## config.mk

```make
export PLATFORM = sky130hd
export DESIGN_NAME = veg_spawn_manager_flat
export DESIGN_NICKNAME = d
export VERILOG_FILES = /design/src/rtl/veg_spawn_manager_pkg.sv /design/src/rtl/veg_spawn_manager_if.sv /design/src/rtl/rect_overlap.sv /design/src/rtl/veg_spawn_manager.sv /design/src/flat_wrapper.sv
export SDC_FILE = /design/constraint.sdc
export NUM_CORES = 1
export LEC_CHECK = 0
export ABC_AREA = 1
export CORE_MARGIN = 5
export CORE_UTILIZATION = 50
export CTS_CLUSTER_DIAMETER = 100
export DETAILED_ROUTE_END_ITERATION = 8
export PLACE_DENSITY = 0.82
export SYNTH_ARGS = -nofsm -noshare
export SYNTH_HDL_FRONTEND = slang
export SYNTH_SLANG_ARGS = --single-unit
export TNS_END_PERCENT = 100
```

## constraint.sdc

```tcl
create_clock -name clk -period 5.31 [get_ports clk]
set_input_delay 0.531 -clock clk [delete_from_list [all_inputs] [get_ports clk]]
set_output_delay 0.531 -clock clk [all_outputs]
set_load 0.005 [all_outputs]
```

## src/rtl/veg_spawn_manager_pkg.sv

```systemverilog
// rtl/veg_spawn_manager_pkg.sv - shared playfield defaults, FSM and nudge types for the spawn manager
package veg_spawn_manager_pkg;

   // Playfield geometry shared with the renderer and collision logic
   localparam int DEF_MIN_X    = 10;
   localparam int DEF_MAX_X    = 630;
   localparam int DEF_MIN_Y    = 10;
   localparam int DEF_MAX_Y    = 470;
   localparam int DEF_VEG_SIZE = 20;
   localparam int DEF_PIG_SIZE = 40;

   typedef enum logic {
      ST_IDLE,
      ST_CHECK
   } state_t;

   typedef enum logic [2:0] {
      NUDGE_UP,
      NUDGE_DOWN,
      NUDGE_LEFT,
      NUDGE_RIGHT,
      NUDGE_RELOAD
   } nudge_t;

   // Fixed priority: up, down, left, right, else reload from the counters
   function automatic nudge_t pick_nudge(input logic can_up, input logic can_down,
                                         input logic can_left, input logic can_right);
      if (can_up)    return NUDGE_UP;
      if (can_down)  return NUDGE_DOWN;
      if (can_left)  return NUDGE_LEFT;
      if (can_right) return NUDGE_RIGHT;
      return NUDGE_RELOAD;
   endfunction

endpackage

```

## src/rtl/veg_spawn_manager_if.sv

```systemverilog
// rtl/veg_spawn_manager_if.sv - spawn/clear request and slot position bus between game control and the spawn manager
interface veg_spawn_manager_if #(
   parameter int NUM_VEG = 4,
   parameter int IDX_W   = 2,
   parameter int COORD_W = 11
);
   logic                       spawn_req;
   logic [IDX_W-1:0]           spawn_idx;
   logic                       clear_req;
   logic [IDX_W-1:0]           clear_idx;
   logic [COORD_W-1:0]         pigX;
   logic [COORD_W-1:0]         pigY;
   logic [COORD_W-1:0]         pig_growth;
   logic                       busy;
   logic                       done;
   logic                       fail;
   logic [NUM_VEG-1:0]         veg_valid;
   logic [NUM_VEG*COORD_W-1:0] veg_x;
   logic [NUM_VEG*COORD_W-1:0] veg_y;

   // Game control side
   modport master (
      output spawn_req, spawn_idx, clear_req, clear_idx, pigX, pigY, pig_growth,
      input  busy, done, fail, veg_valid, veg_x, veg_y
   );

   // Spawn manager side
   modport slave (
      input  spawn_req, spawn_idx, clear_req, clear_idx, pigX, pigY, pig_growth,
      output busy, done, fail, veg_valid, veg_x, veg_y
   );
endinterface

```

## src/rtl/rect_overlap.sv

```systemverilog
// rtl/rect_overlap.sv - combinational 2D square overlap test using widened unsigned sums
module rect_overlap #(
   parameter int COORD_W = 11
) (
   input  logic [COORD_W-1:0] i_ax,
   input  logic [COORD_W-1:0] i_ay,
   input  logic [COORD_W:0]   i_as,
   input  logic [COORD_W-1:0] i_bx,
   input  logic [COORD_W-1:0] i_by,
   input  logic [COORD_W:0]   i_bs,
   output logic               o_hit
);
   localparam int W = COORD_W + 2;

   logic [W-1:0] w_ax, w_ay, w_as, w_bx, w_by, w_bs;

   assign w_ax = {2'b00, i_ax};
   assign w_ay = {2'b00, i_ay};
   assign w_as = {1'b0, i_as};
   assign w_bx = {2'b00, i_bx};
   assign w_by = {2'b00, i_by};
   assign w_bs = {1'b0, i_bs};

   // Only additions are used, so edges near zero can never wrap around
   assign o_hit = ((w_ax + w_as) > w_bx) && (w_ax < (w_bx + w_bs)) &&
                  ((w_ay + w_as) > w_by) && (w_ay < (w_by + w_bs));

endmodule

```

## src/rtl/veg_spawn_manager.sv

```systemverilog
// rtl/veg_spawn_manager.sv - vegetable placement engine with wrap-counter candidates and nudge retries
module veg_spawn_manager
   import veg_spawn_manager_pkg::*;
#(
   parameter int NUM_VEG   = 4,
   parameter int IDX_W     = 2,
   parameter int COORD_W   = 11,
   parameter int MIN_X     = DEF_MIN_X,
   parameter int MAX_X     = DEF_MAX_X,
   parameter int MIN_Y     = DEF_MIN_Y,
   parameter int MAX_Y     = DEF_MAX_Y,
   parameter int VEG_SIZE  = DEF_VEG_SIZE,
   parameter int PIG_SIZE  = DEF_PIG_SIZE,
   parameter int MAX_TRIES = 8,
   parameter int RESET_X   = 300,
   parameter int RESET_Y   = 300
) (
   input  logic                  clk,
   input  logic                  rst,
   veg_spawn_manager_if.slave    bus
);
   localparam int W     = COORD_W + 2;
   localparam int TRY_W = $clog2(MAX_TRIES + 1);

   localparam logic [COORD_W-1:0] LP_X_TOP    = COORD_W'(MAX_X - VEG_SIZE);
   localparam logic [COORD_W-1:0] LP_X_BOT    = COORD_W'(MIN_X);
   localparam logic [COORD_W-1:0] LP_Y_TOP    = COORD_W'(MAX_Y - VEG_SIZE);
   localparam logic [COORD_W-1:0] LP_Y_BOT    = COORD_W'(MIN_Y);
   localparam logic [COORD_W-1:0] LP_STEP     = COORD_W'(PIG_SIZE);
   localparam logic [COORD_W:0]   LP_VEG_S    = (COORD_W+1)'(VEG_SIZE);
   localparam logic [COORD_W:0]   LP_PIG_S    = (COORD_W+1)'(PIG_SIZE);
   localparam logic [W-1:0]       LP_W_STEP   = W'(PIG_SIZE);
   localparam logic [W-1:0]       LP_UP_MIN   = W'(MIN_Y + PIG_SIZE);
   localparam logic [W-1:0]       LP_DOWN_MAX = W'(MAX_Y - VEG_SIZE);
   localparam logic [W-1:0]       LP_LEFT_MIN = W'(MIN_X + PIG_SIZE);
   localparam logic [W-1:0]       LP_RIGHT_MAX= W'(MAX_X - VEG_SIZE);
   localparam logic [TRY_W-1:0]   LP_MAX_TRY  = TRY_W'(MAX_TRIES);
   localparam logic [IDX_W:0]     LP_NUM_VEG  = (IDX_W+1)'(NUM_VEG);

   // Free-running candidate sources
   logic [COORD_W-1:0] r_cnt_x, r_cnt_y;

   // Placement FSM state
   state_t             r_state;
   logic [TRY_W-1:0]   r_tries;
   logic [COORD_W-1:0] r_cand_x, r_cand_y;
   logic [IDX_W-1:0]   r_tgt;
   logic               r_busy, r_done, r_fail, r_oor_pend;

   // Slot register file
   logic [NUM_VEG-1:0] r_valid;
   logic [COORD_W-1:0] r_veg_x [NUM_VEG];
   logic [COORD_W-1:0] r_veg_y [NUM_VEG];

   logic                       w_idx_ok, w_spawn_ok, w_spawn_bad;
   logic [COORD_W:0]           w_pig_s;
   logic [COORD_W-1:0]         w_rx [NUM_VEG+1];
   logic [COORD_W-1:0]         w_ry [NUM_VEG+1];
   logic [COORD_W:0]           w_rs [NUM_VEG+1];
   logic [NUM_VEG:0]           w_hit;
   logic [NUM_VEG-1:0]         w_tgt_oh;
   logic                       w_collide, w_commit;
   logic                       w_can_up, w_can_down, w_can_left, w_can_right;
   nudge_t                     w_nudge;
   logic [NUM_VEG*COORD_W-1:0] w_veg_x_flat, w_veg_y_flat;

   assign w_idx_ok    = ({1'b0, bus.spawn_idx} < LP_NUM_VEG);
   assign w_spawn_ok  = bus.spawn_req && w_idx_ok;
   assign w_spawn_bad = bus.spawn_req && !w_idx_ok;
   assign w_pig_s     = LP_PIG_S + {1'b0, bus.pig_growth};

   // Rectangle 0 is the pig; rectangles 1..NUM_VEG are the slots
   for (genvar g = 0; g <= NUM_VEG; g++) begin : g_ovl
      if (g == 0) begin : g_pig
         assign w_rx[g] = bus.pigX;
         assign w_ry[g] = bus.pigY;
         assign w_rs[g] = w_pig_s;
      end else begin : g_veg
         assign w_rx[g] = r_veg_x[g-1];
         assign w_ry[g] = r_veg_y[g-1];
         assign w_rs[g] = LP_VEG_S;
      end
      rect_overlap #(.COORD_W(COORD_W)) u_ovl (
         .i_ax  (r_cand_x),
         .i_ay  (r_cand_y),
         .i_as  (LP_VEG_S),
         .i_bx  (w_rx[g]),
         .i_by  (w_ry[g]),
         .i_bs  (w_rs[g]),
         .o_hit (w_hit[g])
      );
   end

   // One-hot of the slot being placed, so its old position never blocks itself
   always_comb begin
      w_tgt_oh = '0;
      for (int i = 0; i < NUM_VEG; i++) begin
         w_tgt_oh[i] = (r_tgt == IDX_W'(i));
      end
   end

   assign w_collide = w_hit[0] | (|(w_hit[NUM_VEG:1] & r_valid & ~w_tgt_oh));
   assign w_commit  = (r_state == ST_CHECK) && !w_collide;

   assign w_can_up    = ({2'b00, r_cand_y} >= LP_UP_MIN);
   assign w_can_down  = (({2'b00, r_cand_y} + LP_W_STEP) <= LP_DOWN_MAX);
   assign w_can_left  = ({2'b00, r_cand_x} >= LP_LEFT_MIN);
   assign w_can_right = (({2'b00, r_cand_x} + LP_W_STEP) <= LP_RIGHT_MAX);
   assign w_nudge     = pick_nudge(w_can_up, w_can_down, w_can_left, w_can_right);

   // Wrap counters advance every cycle regardless of placement activity
   always_ff @(posedge clk) begin
      if (rst) begin
         r_cnt_x <= COORD_W'(RESET_X);
         r_cnt_y <= COORD_W'(RESET_Y);
      end else begin
         r_cnt_x <= (r_cnt_x == LP_X_TOP) ? LP_X_BOT : r_cnt_x + COORD_W'(1);
         r_cnt_y <= (r_cnt_y == LP_Y_TOP) ? LP_Y_BOT : r_cnt_y + COORD_W'(1);
      end
   end

   // Placement FSM: latch a candidate, then test and nudge until clear or out of tries
   always_ff @(posedge clk) begin
      if (rst) begin
         r_state    <= ST_IDLE;
         r_tries    <= '0;
         r_cand_x   <= '0;
         r_cand_y   <= '0;
         r_tgt      <= '0;
         r_busy     <= 1'b0;
         r_done     <= 1'b0;
         r_fail     <= 1'b0;
         r_oor_pend <= 1'b0;
      end else begin
         r_done     <= 1'b0;
         r_fail     <= r_oor_pend;
         r_oor_pend <= 1'b0;
         case (r_state)
            ST_IDLE: begin
               if (w_spawn_bad) begin
                  r_oor_pend <= 1'b1;
               end else if (w_spawn_ok) begin
                  r_cand_x <= r_cnt_x;
                  r_cand_y <= r_cnt_y;
                  r_tgt    <= bus.spawn_idx;
                  r_tries  <= '0;
                  r_busy   <= 1'b1;
                  r_state  <= ST_CHECK;
               end
            end
            ST_CHECK: begin
               if (!w_collide) begin
                  r_done  <= 1'b1;
                  r_busy  <= 1'b0;
                  r_state <= ST_IDLE;
               end else if (r_tries == LP_MAX_TRY) begin
                  r_fail  <= 1'b1;
                  r_busy  <= 1'b0;
                  r_state <= ST_IDLE;
               end else begin
                  r_tries <= r_tries + TRY_W'(1);
                  case (w_nudge)
                     NUDGE_UP:    r_cand_y <= r_cand_y - LP_STEP;
                     NUDGE_DOWN:  r_cand_y <= r_cand_y + LP_STEP;
                     NUDGE_LEFT:  r_cand_x <= r_cand_x - LP_STEP;
                     NUDGE_RIGHT: r_cand_x <= r_cand_x + LP_STEP;
                     default: begin
                        r_cand_x <= r_cnt_x;
                        r_cand_y <= r_cnt_y;
                     end
                  endcase
               end
            end
            default: r_state <= ST_IDLE;
         endcase
      end
   end

   // Slot file: commit on placement success, clear on request unless it is the slot in flight
   always_ff @(posedge clk) begin
      if (rst) begin
         r_valid <= '0;
         for (int i = 0; i < NUM_VEG; i++) begin
            r_veg_x[i] <= '0;
            r_veg_y[i] <= '0;
         end
      end else begin
         for (int i = 0; i < NUM_VEG; i++) begin
            if (bus.clear_req && (bus.clear_idx == IDX_W'(i)) &&
                !(r_busy && (r_tgt == IDX_W'(i)))) begin
               r_valid[i] <= 1'b0;
            end
            if (w_commit && (r_tgt == IDX_W'(i))) begin
               r_valid[i] <= 1'b1;
               r_veg_x[i] <= r_cand_x;
               r_veg_y[i] <= r_cand_y;
            end
         end
      end
   end

   // Pack slot positions onto the flat renderer buses
   always_comb begin
      w_veg_x_flat = '0;
      w_veg_y_flat = '0;
      for (int i = 0; i < NUM_VEG; i++) begin
         w_veg_x_flat[i*COORD_W +: COORD_W] = r_veg_x[i];
         w_veg_y_flat[i*COORD_W +: COORD_W] = r_veg_y[i];
      end
   end

   assign bus.busy      = r_busy;
   assign bus.done      = r_done;
   assign bus.fail      = r_fail;
   assign bus.veg_valid = r_valid;
   assign bus.veg_x     = w_veg_x_flat;
   assign bus.veg_y     = w_veg_y_flat;

endmodule

```

## src/flat_wrapper.sv

```systemverilog
// flat-port wrapper written by rule: the top's interface ports become plain ports
module veg_spawn_manager_flat import veg_spawn_manager_pkg::*;
#(
   parameter int NUM_VEG   = 4,
   parameter int IDX_W     = 2,
   parameter int COORD_W   = 11,
   parameter int MIN_X     = DEF_MIN_X,
   parameter int MAX_X     = DEF_MAX_X,
   parameter int MIN_Y     = DEF_MIN_Y,
   parameter int MAX_Y     = DEF_MAX_Y,
   parameter int VEG_SIZE  = DEF_VEG_SIZE,
   parameter int PIG_SIZE  = DEF_PIG_SIZE,
   parameter int MAX_TRIES = 8,
   parameter int RESET_X   = 300,
   parameter int RESET_Y   = 300
)
  (clk, rst, bus_spawn_req, bus_spawn_idx, bus_clear_req, bus_clear_idx, bus_pigX, bus_pigY, bus_pig_growth, bus_busy, bus_done, bus_fail, bus_veg_valid, bus_veg_x, bus_veg_y);
  veg_spawn_manager_if #(.NUM_VEG(NUM_VEG), .IDX_W(IDX_W), .COORD_W(COORD_W)) bus_i ();
  input  logic clk;
  input  logic rst;
  input wire logic [$bits(bus_i.spawn_req)-1:0] bus_spawn_req;
  input wire logic [$bits(bus_i.spawn_idx)-1:0] bus_spawn_idx;
  input wire logic [$bits(bus_i.clear_req)-1:0] bus_clear_req;
  input wire logic [$bits(bus_i.clear_idx)-1:0] bus_clear_idx;
  input wire logic [$bits(bus_i.pigX)-1:0] bus_pigX;
  input wire logic [$bits(bus_i.pigY)-1:0] bus_pigY;
  input wire logic [$bits(bus_i.pig_growth)-1:0] bus_pig_growth;
  output wire logic [$bits(bus_i.busy)-1:0] bus_busy;
  output wire logic [$bits(bus_i.done)-1:0] bus_done;
  output wire logic [$bits(bus_i.fail)-1:0] bus_fail;
  output wire logic [$bits(bus_i.veg_valid)-1:0] bus_veg_valid;
  output wire logic [$bits(bus_i.veg_x)-1:0] bus_veg_x;
  output wire logic [$bits(bus_i.veg_y)-1:0] bus_veg_y;
  assign bus_i.spawn_req = bus_spawn_req;
  assign bus_i.spawn_idx = bus_spawn_idx;
  assign bus_i.clear_req = bus_clear_req;
  assign bus_i.clear_idx = bus_clear_idx;
  assign bus_i.pigX = bus_pigX;
  assign bus_i.pigY = bus_pigY;
  assign bus_i.pig_growth = bus_pig_growth;
  assign bus_busy = bus_i.busy;
  assign bus_done = bus_i.done;
  assign bus_fail = bus_i.fail;
  assign bus_veg_valid = bus_i.veg_valid;
  assign bus_veg_x = bus_i.veg_x;
  assign bus_veg_y = bus_i.veg_y;
  veg_spawn_manager #(.NUM_VEG(NUM_VEG), .IDX_W(IDX_W), .COORD_W(COORD_W), .MIN_X(MIN_X), .MAX_X(MAX_X), .MIN_Y(MIN_Y), .MAX_Y(MAX_Y), .VEG_SIZE(VEG_SIZE), .PIG_SIZE(PIG_SIZE), .MAX_TRIES(MAX_TRIES), .RESET_X(RESET_X), .RESET_Y(RESET_Y)) u_core (.clk(clk), .rst(rst), .bus(bus_i));
endmodule
```

* After elaboration in Yosys (flattened, before gate mapping) *
Memories as Yosys holds them, arrays and structs flattened.
Cells that the tools add are included.
Widths: inputs -> output; s select.

word-level totals
  register bits = 58
  bits of input ports = 41
  RAM bits = 88
  memories = 2

operators by class
  bitwise gates (word level) = 14
  $lt $le $gt $ge = 24
  equality and inequality tests = 18
  add/subtract/negate cells = 22
  reduce and logical (&&, ||, !) cells = 56
  multiplexer cells = 74

memories
  name            words  bits a word  rd ports  clocked after Yosys merged registers in  write ports  RTL line                 source
  u_core.r_veg_x  4      11           4         0                                        4            veg_spawn_manager.sv:52  logic [COORD_W-1:0] r_veg_x [NUM_VEG];
  u_core.r_veg_y  4      11           4         0                                        4            veg_spawn_manager.sv:53  logic [COORD_W-1:0] r_veg_y [NUM_VEG];

operator list
  cell                   count
  $mux 11                14
  $add 11x5->12 const B  10
  $gt 13x11->1           9
  $lt 11x12->1           8
  $pmux 11 s3            2
  $pmux 11 s2            2
  $mux 1                 40
  $logic_and 1x1->1      32
  $add 11x12->13         2
  $lt 11x13->1           2
  $add 11x6->12 const B  2
  $mux 3                 8
  $add 11x1->11 const B  2
  $add 11x6->11 const B  2
  $ge 11x6->1 const B    2
  $sub 11x6->11 const B  2
  $mux 9                 2
  $le 13x10->1 const B   1
  $le 13x9->1 const B    1
  $add 6x11->12 const A  1
  $gt 12x11->1           1
  $mux 4                 3
  $eq 11x10->1 const B   1
  $eq 11x9->1 const B    1
  other kinds (24)       58

* Depth between registers and ports, before layout *
Gate-level depths: netlist of run 1.

  depth after elaboration = 19
  gate-level depth with buffers = 24
  mapped depth without buffers = 24

* Hierarchy *
A second synthesis of run 1 with hierarchy kept.

second synthesis, totals
  cells, all modules = 3166
  area, all modules = 21877.2 um^2

by module, submodules not included
  module                                     area an instance (um^2)  cells each  seq. area each (um^2)  times used
  rect_overlap at u_core.g_ovl[3].u_ovl ...  3136.8                   505         0.0                    2
  veg_spawn_manager                          6168.4                   638         3803.6                 1
  rect_overlap at u_core.g_ovl[2].u_ovl      3165.5                   509         0.0                    1
  rect_overlap at u_core.g_ovl[0].u_ovl      3158.0                   510         0.0                    1
  rect_overlap at u_core.g_ovl[1].u_ovl      3111.7                   499         0.0                    1

* Least setup slack after synthesis of run 1 *
Ideal clock, no wire load.

  kind = input -> register
  from = input port bus_pig_growth[3]
  to = memory u_core.r_veg_x[0][0], enable pin
  cell stages on the path = 22
  library setup time = 0.432 ns
  arrival time = 4.806 ns
  path slack = 0.072 ns
  cell sequence = ha_1 o21ai_1 xor2_1 inv_1 ha_1 a21oi_1 o21a_1 nand2_1 xnor2_1 ha_1 inv_1 nor3_1 o21ai_0 nand2_1 a21boi_0 nor2_1 nor2_1 nand3_2 nand3_4 buf_6 buf_6 o21ai_0

RTL lines
  item             RTL line                 source
  start, declared  flat_wrapper.sv:27       input wire logic [$bits(bus_i.pig_growth)-1:0] bus_pig_growth;
  end, declared    veg_spawn_manager.sv:52

==> flow_summary.ini, run 1 <==
[route]
wl_met2_um = 18970
wl_met1_um = 16310
ant_nets = 0
highest_layer = met4
vias = 13105
dr_wl_met3_um = 4675
initialDrtViolationCount = 1371
wl_per_cell_um = 18.44
drt_wl_total_um = 42200
vias_per_cell = 5.728
first_pass_iters = 9
post-route-drc-count = 11

[synth]
ys_warn_count = 0
syn_inst = 1774
syn-num-nets = 2072
synth_edf_count = 88
synthDistinctLibCells = 46
syn_area_per_cell_um2 = 7.651
synthArstFlopShare_pct = 0
synth_seq_area_share_pct = 28.02
synth.ff_latch_count = 146
ys.flop_type = edfxtp_1
synth_area_um2 = 13570

[placed_design]
dp.cells = 2256
place.port_buffers = 135
dpl_worst_slack_ns = 0.4750
routabilityCongestion = 0.9532
dp_hpwl_um = 33030
placed_area_um2 = 15470

[job]
cap_violations = 0

[floorplan]
start_util_pct = 50.50
coreArea_um2 = 26880
die_area_um2 = 30540
ios = 136
die_h_um = 174.8
rows = 60
die_w_um = 174.8

[grt]
gr-total-overflow = 0
grt_pass1_vias = 12849
grt_pass1_wl_um = 65960
grt_start_max_net_pins = 36
track_usage_pct = 27.05
antenna_found_initial = 0

[critical_path]
crit_type = flip-flop to flip-flop
cp-start-kind = flip-flop
required_ns = 5.58
cp_data_arrival_time_ns = 5.07
cp-end-kind = flip-flop
worstPathMaxFanout = 23
reg2reg_depth = 17

[cts]
clk_path_buf_depth = 2
postCtsSetupBuffers = 0
cts_buffers = 17
post_cts_resized = 0
path_clk_slew_ns = 0.06
clk_latency_ns = 0.43
cts-root-buf = clkbuf_16
holdBufCountCts = 0
cts_max_level = 4
clock_sinks = 146
cts_tree = yes

[sta]
final_hold_viol_count = 0
setup_viol = 0
finClkSkew_ns = 0.008230
clock.fmax_mhz = 208.4
period_share_pct = 90.37
layout_setup_ws_ns = 0.5115
drv_slew = 0
relSlewSlack_pct = 24.74
grt_setup_unrepaired = no
fin_crit_ns = 4.798
tightest_slew_ns = 1.128
tns_ns = 0

[power]
p_leak_nw = 7.669
irDropWorstVdd_mv = 0.2484
powerDensity_nw_per_um2 = 259.4
finalPower_mw = 4.180

[finish]
n_antenna_cell = 0
stdcell_count = 2288
drive_gt1_share_pct = 4.314
nNetsFinal = 2232
syn_to_final_growth_pct = 18.70
final_area_um2 = 16110

[min_path]
min_path_type = flip-flop to flip-flop
hold_path_depth = 1

[outcome]
status = finished, violations left
violations = design-rule violations
-- worst max-delay path, cell delays in order, from the launching register on --
cell     delay [ns]
dfxtp_1        0.75
o21ai_0        0.27
nor3_1         0.34
xor2_1         0.77
ha_1           0.41
a21oi_1        0.14
o21ai_0        0.09
nand3_1        0.08
nand3_1        0.09
inv_1          0.07
nand2_1        0.10
nand4_1        0.13
nand2_1        0.08
nor2_2         0.21
nand3_4        0.31
nor2_8         0.26
nand2_2        0.32
nor2_1         0.22
-- layout make-up --
type	instances	area [µm²]
Clock buffer	19	432.9
Fill cell	2285	10770
Multi-Input combinational cell	1344	8692
Timing Repair Buffer	163	1562
Inverter	262	983.4
Sequential cell	146	3804
Clock inverter	13	210.2
Tap cell	341	426.7
-- final timing paths --
check | to | slack (ns) | start
worst max register to register | u_core.r_veg_x[0][10]$_SDFFCE_PN0P_ | 0.51 | u_core.r_cand_x[4]$_SDFFE_PP0P_
worst max-delay path | u_core.r_veg_x[0][10]$_SDFFCE_PN0P_ | 0.51 | u_core.r_cand_x[4]$_SDFFE_PP0P_
worst min register to register | u_core.r_cnt_x[0]$_SDFF_PP0_ | 0.48 | u_core.r_cnt_x[0]$_SDFF_PP0_
worst min-delay path | u_core.r_cnt_x[0]$_SDFF_PP0_ | 0.48 | u_core.r_cnt_x[0]$_SDFF_PP0_
-- cell usage after synthesis, types with 2 or more instances --
library cell	number	area (µm²)
o21bai_1	6	45.04
xor2_1	86	753.2
nand3_2	2	20.02
nor3b_1	2	15.01
and3_1	2	12.51
nand3_4	2	35.03
inv_2	2	7.510
or2_2	3	18.77
nor2_2	2	12.51
ha_1	254	3178
o2111ai_1	3	26.28
inv_1	260	975.9
nand3b_1	12	90.09
nand2_1	313	1175
nor3_1	31	155.2
buf_2	9	45.04
nand4_1	42	262.8
nor2_1	208	780.8
o211ai_1	4	30.03
a31oi_1	2	12.51
xnor2_1	12	105.1
o31ai_1	2	15.01
a21boi_0	2	15.01
a211oi_1	3	22.52
nor4_1	7	43.79
o21ai_1	3	15.01
a21o_1	5	37.54
buf_6	2	22.52
o21a_1	10	75.07
a21oi_1	145	725.7
edfxtp_1	88	2643
fa_1	3	60.06
clkbuf_1	10	37.54
nand3_1	85	425.4
o21ai_0	78	390.4
dfxtp_1	58	1161
nand2_2	7	43.79
-- cells by family (layout without fill, tap and decap cells) --
logic type | count (synthesis) | count (layout) | share of synthesized area [%]
adders and majority gates | 257 | 257 | 23.86
and+or+nand+nor | 724 | 724 | 23.25
AOI/OAI and AO/OA | 265 | 265 | 10.50
DFF | 146 | 146 | 28.02
buffers and inverters | 284 | 457 | 8.048
xor gates and xnor gates | 98 | 98 | 6.324
-- through the flow --
step                utilization, %  hold slack [ns]
floorplan                        -           0.4382
detailed placement           57.55           0.4684
finish                       59.94           0.4835
CTS                          59.94           0.4820
global route                 59.94           0.5004
global placement             57.55           0.4589
-- registers in the layout (all words and copies together), names as in the netlist, 4 cells and up --
name,cells
u_core.bus.veg_valid,4
u_core.r_cand_x,11
u_core.r_cand_y,11
u_core.r_cnt_x,11
u_core.r_cnt_y,11
u_core.r_tries,4
u_core.r_veg_x,44
u_core.r_veg_y,44
-- power breakdown --
group	internal [mW]	switching (mW)	total, mW
sequential	1.27	0.112	1.38
clock	0.835	0.477	1.31
combinational	0.587	0.899	1.49
-- per-layer routing --
layer  track usage (%)  up-vias
met4             13.45        0
met2             43.84      741
met5                 0        -
li1                  -     6261
met1             34.64     5936
met3             5.193      167
-- cells in the final DEF (no fill, tap or decap), types with 58 or more instances in the layout --
master | synthesis | layout
o21ai_0 | 78 | 74
dfxtp_1 | 58 | 58
a21oi_1 | 145 | 145
nor2_1 | 208 | 208
ha_1 | 254 | 254
xor2_1 | 86 | 86
edfxtp_1 | 88 | 88
inv_1 | 260 | 260
nand2_1 | 313 | 313
clkdlybuf4s50_1 | 0 | 135
nand3_1 | 85 | 85
Power figures use the tool's default switching activity.
==> run 2, diff against run 1 <==
Settings changed: GPL_ROUTABILITY_DRIVEN from default to 0, GPL_TIMING_DRIVEN from default to 0.
==> flow_summary.ini, run 2 (synthesis results as in run 1) <==
[power]
irDropWorstVdd_mv = 0.1806
powerDensity_nw_per_um2 = 250.9
power.switching_mw = 1.520
clkPwrFrac_pct = 29.4
pwr-share-comb_pct = 35.2
p_int_mw = 2.502
swShare_pct = 37.79
power_frac_seq_pct = 35.4
p_leak_nw = 7.574

[finish]
final_cell_mix = nand2_1 (313), inv_1 (260), ha_1 (254)
final_util_pct = 59.65
final_common_cell = nand2_1
nNetsFinal = 2229
stdcell_count = 2285
syn_to_final_growth_pct = 18.11
reg.largest.list = u_core.r_veg_x x44, u_core.r_veg_y x44
drive_gt1_share_pct = 3.909
n_antenna_cell = 0

[placed_design]
dpl_worst_slack_ns = 0.02866
dp.cells = 2253
place.port_buffers = 134
dp_hpwl_um = 32430

[sta]
period_share_pct = 95.00
tightest_slew_ns = 1.019
grt_setup_unrepaired = no
fin_crit_ns = 5.045
final_hold_viol_count = 0
layout_setup_ws_ns = 0.2655
setup_viol = 0
drv_slew = 0
relSlewSlack_pct = 31.60
clock.fmax_mhz = 198.2
finClkSkew_ns = 0.008662

[route]
ant_nets = 0
vias_per_cell = 5.779
drt_wl_total_um = 41830
first_pass_iters = 9
initialDrtViolationCount = 1210
post-route-drc-count = 2
wl_per_cell_um = 18.30
vias = 13206

[grt]
track_usage_pct = 26.57
grt_pass1_wl_um = 65200
antenna_found_initial = 0
gr-total-overflow = 0
grt_pass1_vias = 12971
grt_start_max_net_pins = 17

[critical_path]
cp-end-kind = flip-flop
cp-start-kind = flip-flop
critPathSlowestCell = dfxtp_1
cp_cell_sequence = ha_1 > o21ai_0 > nor3_1 > nand3_1 > xor2_2 > ha_1 > nand2_1 > inv_1 > nand2_1 > nor4_1 > nor2_1 > nand4_1 > nand2_1 > nor2_2 > nand3_4 > buf_6 > buf_6 > o21ai_4 > buf_8
rrSetupSlack_ns = 0.27
cpPeakStageDelay_ns = 0.71
cp_data_arrival_time_ns = 5.18
required_ns = 5.45
path_common_cell = nand2_1
worstPathMaxFanout = 12
crit_type = flip-flop to flip-flop

[cts]
path_clk_slew_ns = 0.06
cts-root-buf = clkbuf_16
clock_sinks = 146
clk_latency_ns = 0.43
cts_max_level = 4
cts_buffers = 17
clk_path_buf_depth = 2
cts_tree = yes

[floorplan]
die_area_um2 = 30540
ios = 136
die_w_um = 174.8
coreArea_um2 = 26880
die_h_um = 174.8
start_util_pct = 50.50
rows = 60

[outcome]
violations = design-rule violations
status = finished, violations left

[job]
cap_violations = 0

[min_path]
min_path_type = flip-flop to flip-flop
-- run 2: cell types whose count changed in the layout (fill, tap and decap cells not counted), sizes merged --
| cell | delta |
|---|---|
| inv | +3 |
| clkinv | +2 |
| clkdlybuf4s50 | -1 |
| buf | -12 |
| clkbuf | +9 |
| bufinv | -4 |
-- run 2: power groups by stage --
stage / logic (mW) / clock network (mW) / registers, mW
floorplan: 0.945 / 0 / 1.38
global placement: 1.29 / 0 / 1.44
detailed placement: 1.38 / 0 / 1.44
CTS: 1.39 / 1.17 / 1.41
global route: 1.60 / 1.22 / 1.43
finish: 1.42 / 1.18 / 1.43
-- run 2: final timing paths --
check	startpoint	end	cells after the start
setup / recovery	u_core.r_cand_x[3]$_SDFFE_PP0P_	u_core.r_veg_y[0][7]$_SDFFCE_PN0P_	19
hold / removal	u_core.r_cnt_x[0]$_SDFF_PP0_	u_core.r_cnt_x[0]$_SDFF_PP0_	1
setup reg to reg	u_core.r_cand_x[3]$_SDFFE_PP0P_	u_core.r_veg_y[0][7]$_SDFFCE_PN0P_	19
hold reg to reg	u_core.r_cnt_x[0]$_SDFF_PP0_	u_core.r_cnt_x[0]$_SDFF_PP0_	1
-- run 2: stage by stage --
| step | total power, mW | area [µm²] | setup TNS [ns] | hold WS [ns] |
|---|---|---|---|---|
| finish | 4.022 | 16030 | 0 | 0.4902 |
| global route | 4.255 | 16030 | 0 | 0.5198 |
| global placement | 2.729 | 15340 | -131.76 | 0.4665 |
| CTS | 3.970 | 15980 | 0 | 0.4959 |
| detailed placement | 2.813 | 15420 | 0 | 0.4687 |
| floorplan | 2.322 | 13570 | 0 | 0.4382 |
-- run 2: per-layer routing --
| layer | up-vias | part of all wire [%] | GRT usage, % |
|---|---|---|---|
| li1 | 6263 | - | - |
| met1 | 6072 | 39 | 33.24 |
| met2 | 717 | 46 | 44.07 |
| met3 | 154 | 11 | 5.971 |
| met4 | 0 | 4.3 | 11.72 |
| met5 | - | 0 | 0 |
-- run 2: worst max-delay path: cells and delay by family (launching register included) --
family / cells / cell delay [ns]
AND/OR/NAND/NOR: 10 / 1.82
XOR/XNOR: 1 / 0.48
adder cells (fa/ha/maj): 2 / 0.52
flip-flops: 1 / 0.71
buffers and inverters: 4 / 0.62
AO/OA/AOI/OAI: 2 / 0.57
-- run 2: layout make-up --
type	count	area (µm²)
Buffer	22	108.9
Clock inverter	14	128.9
Tap cell	341	426.7
Multi-Input combinational cell	1344	8737
Fill cell	2261	10840
Clock buffer	18	439.2
Timing Repair Buffer	138	1401
Sequential cell	146	3806
Inverter	262	983.4
-- run 2: what timing repair did --
action / CTS / global route
setup buffers: 0 / 0
gates resized for setup: 0 / 8
setup endpoints to repair: 0 / 88
hold endpoints to repair: 0 / 0
hold buffers: 0 / 0
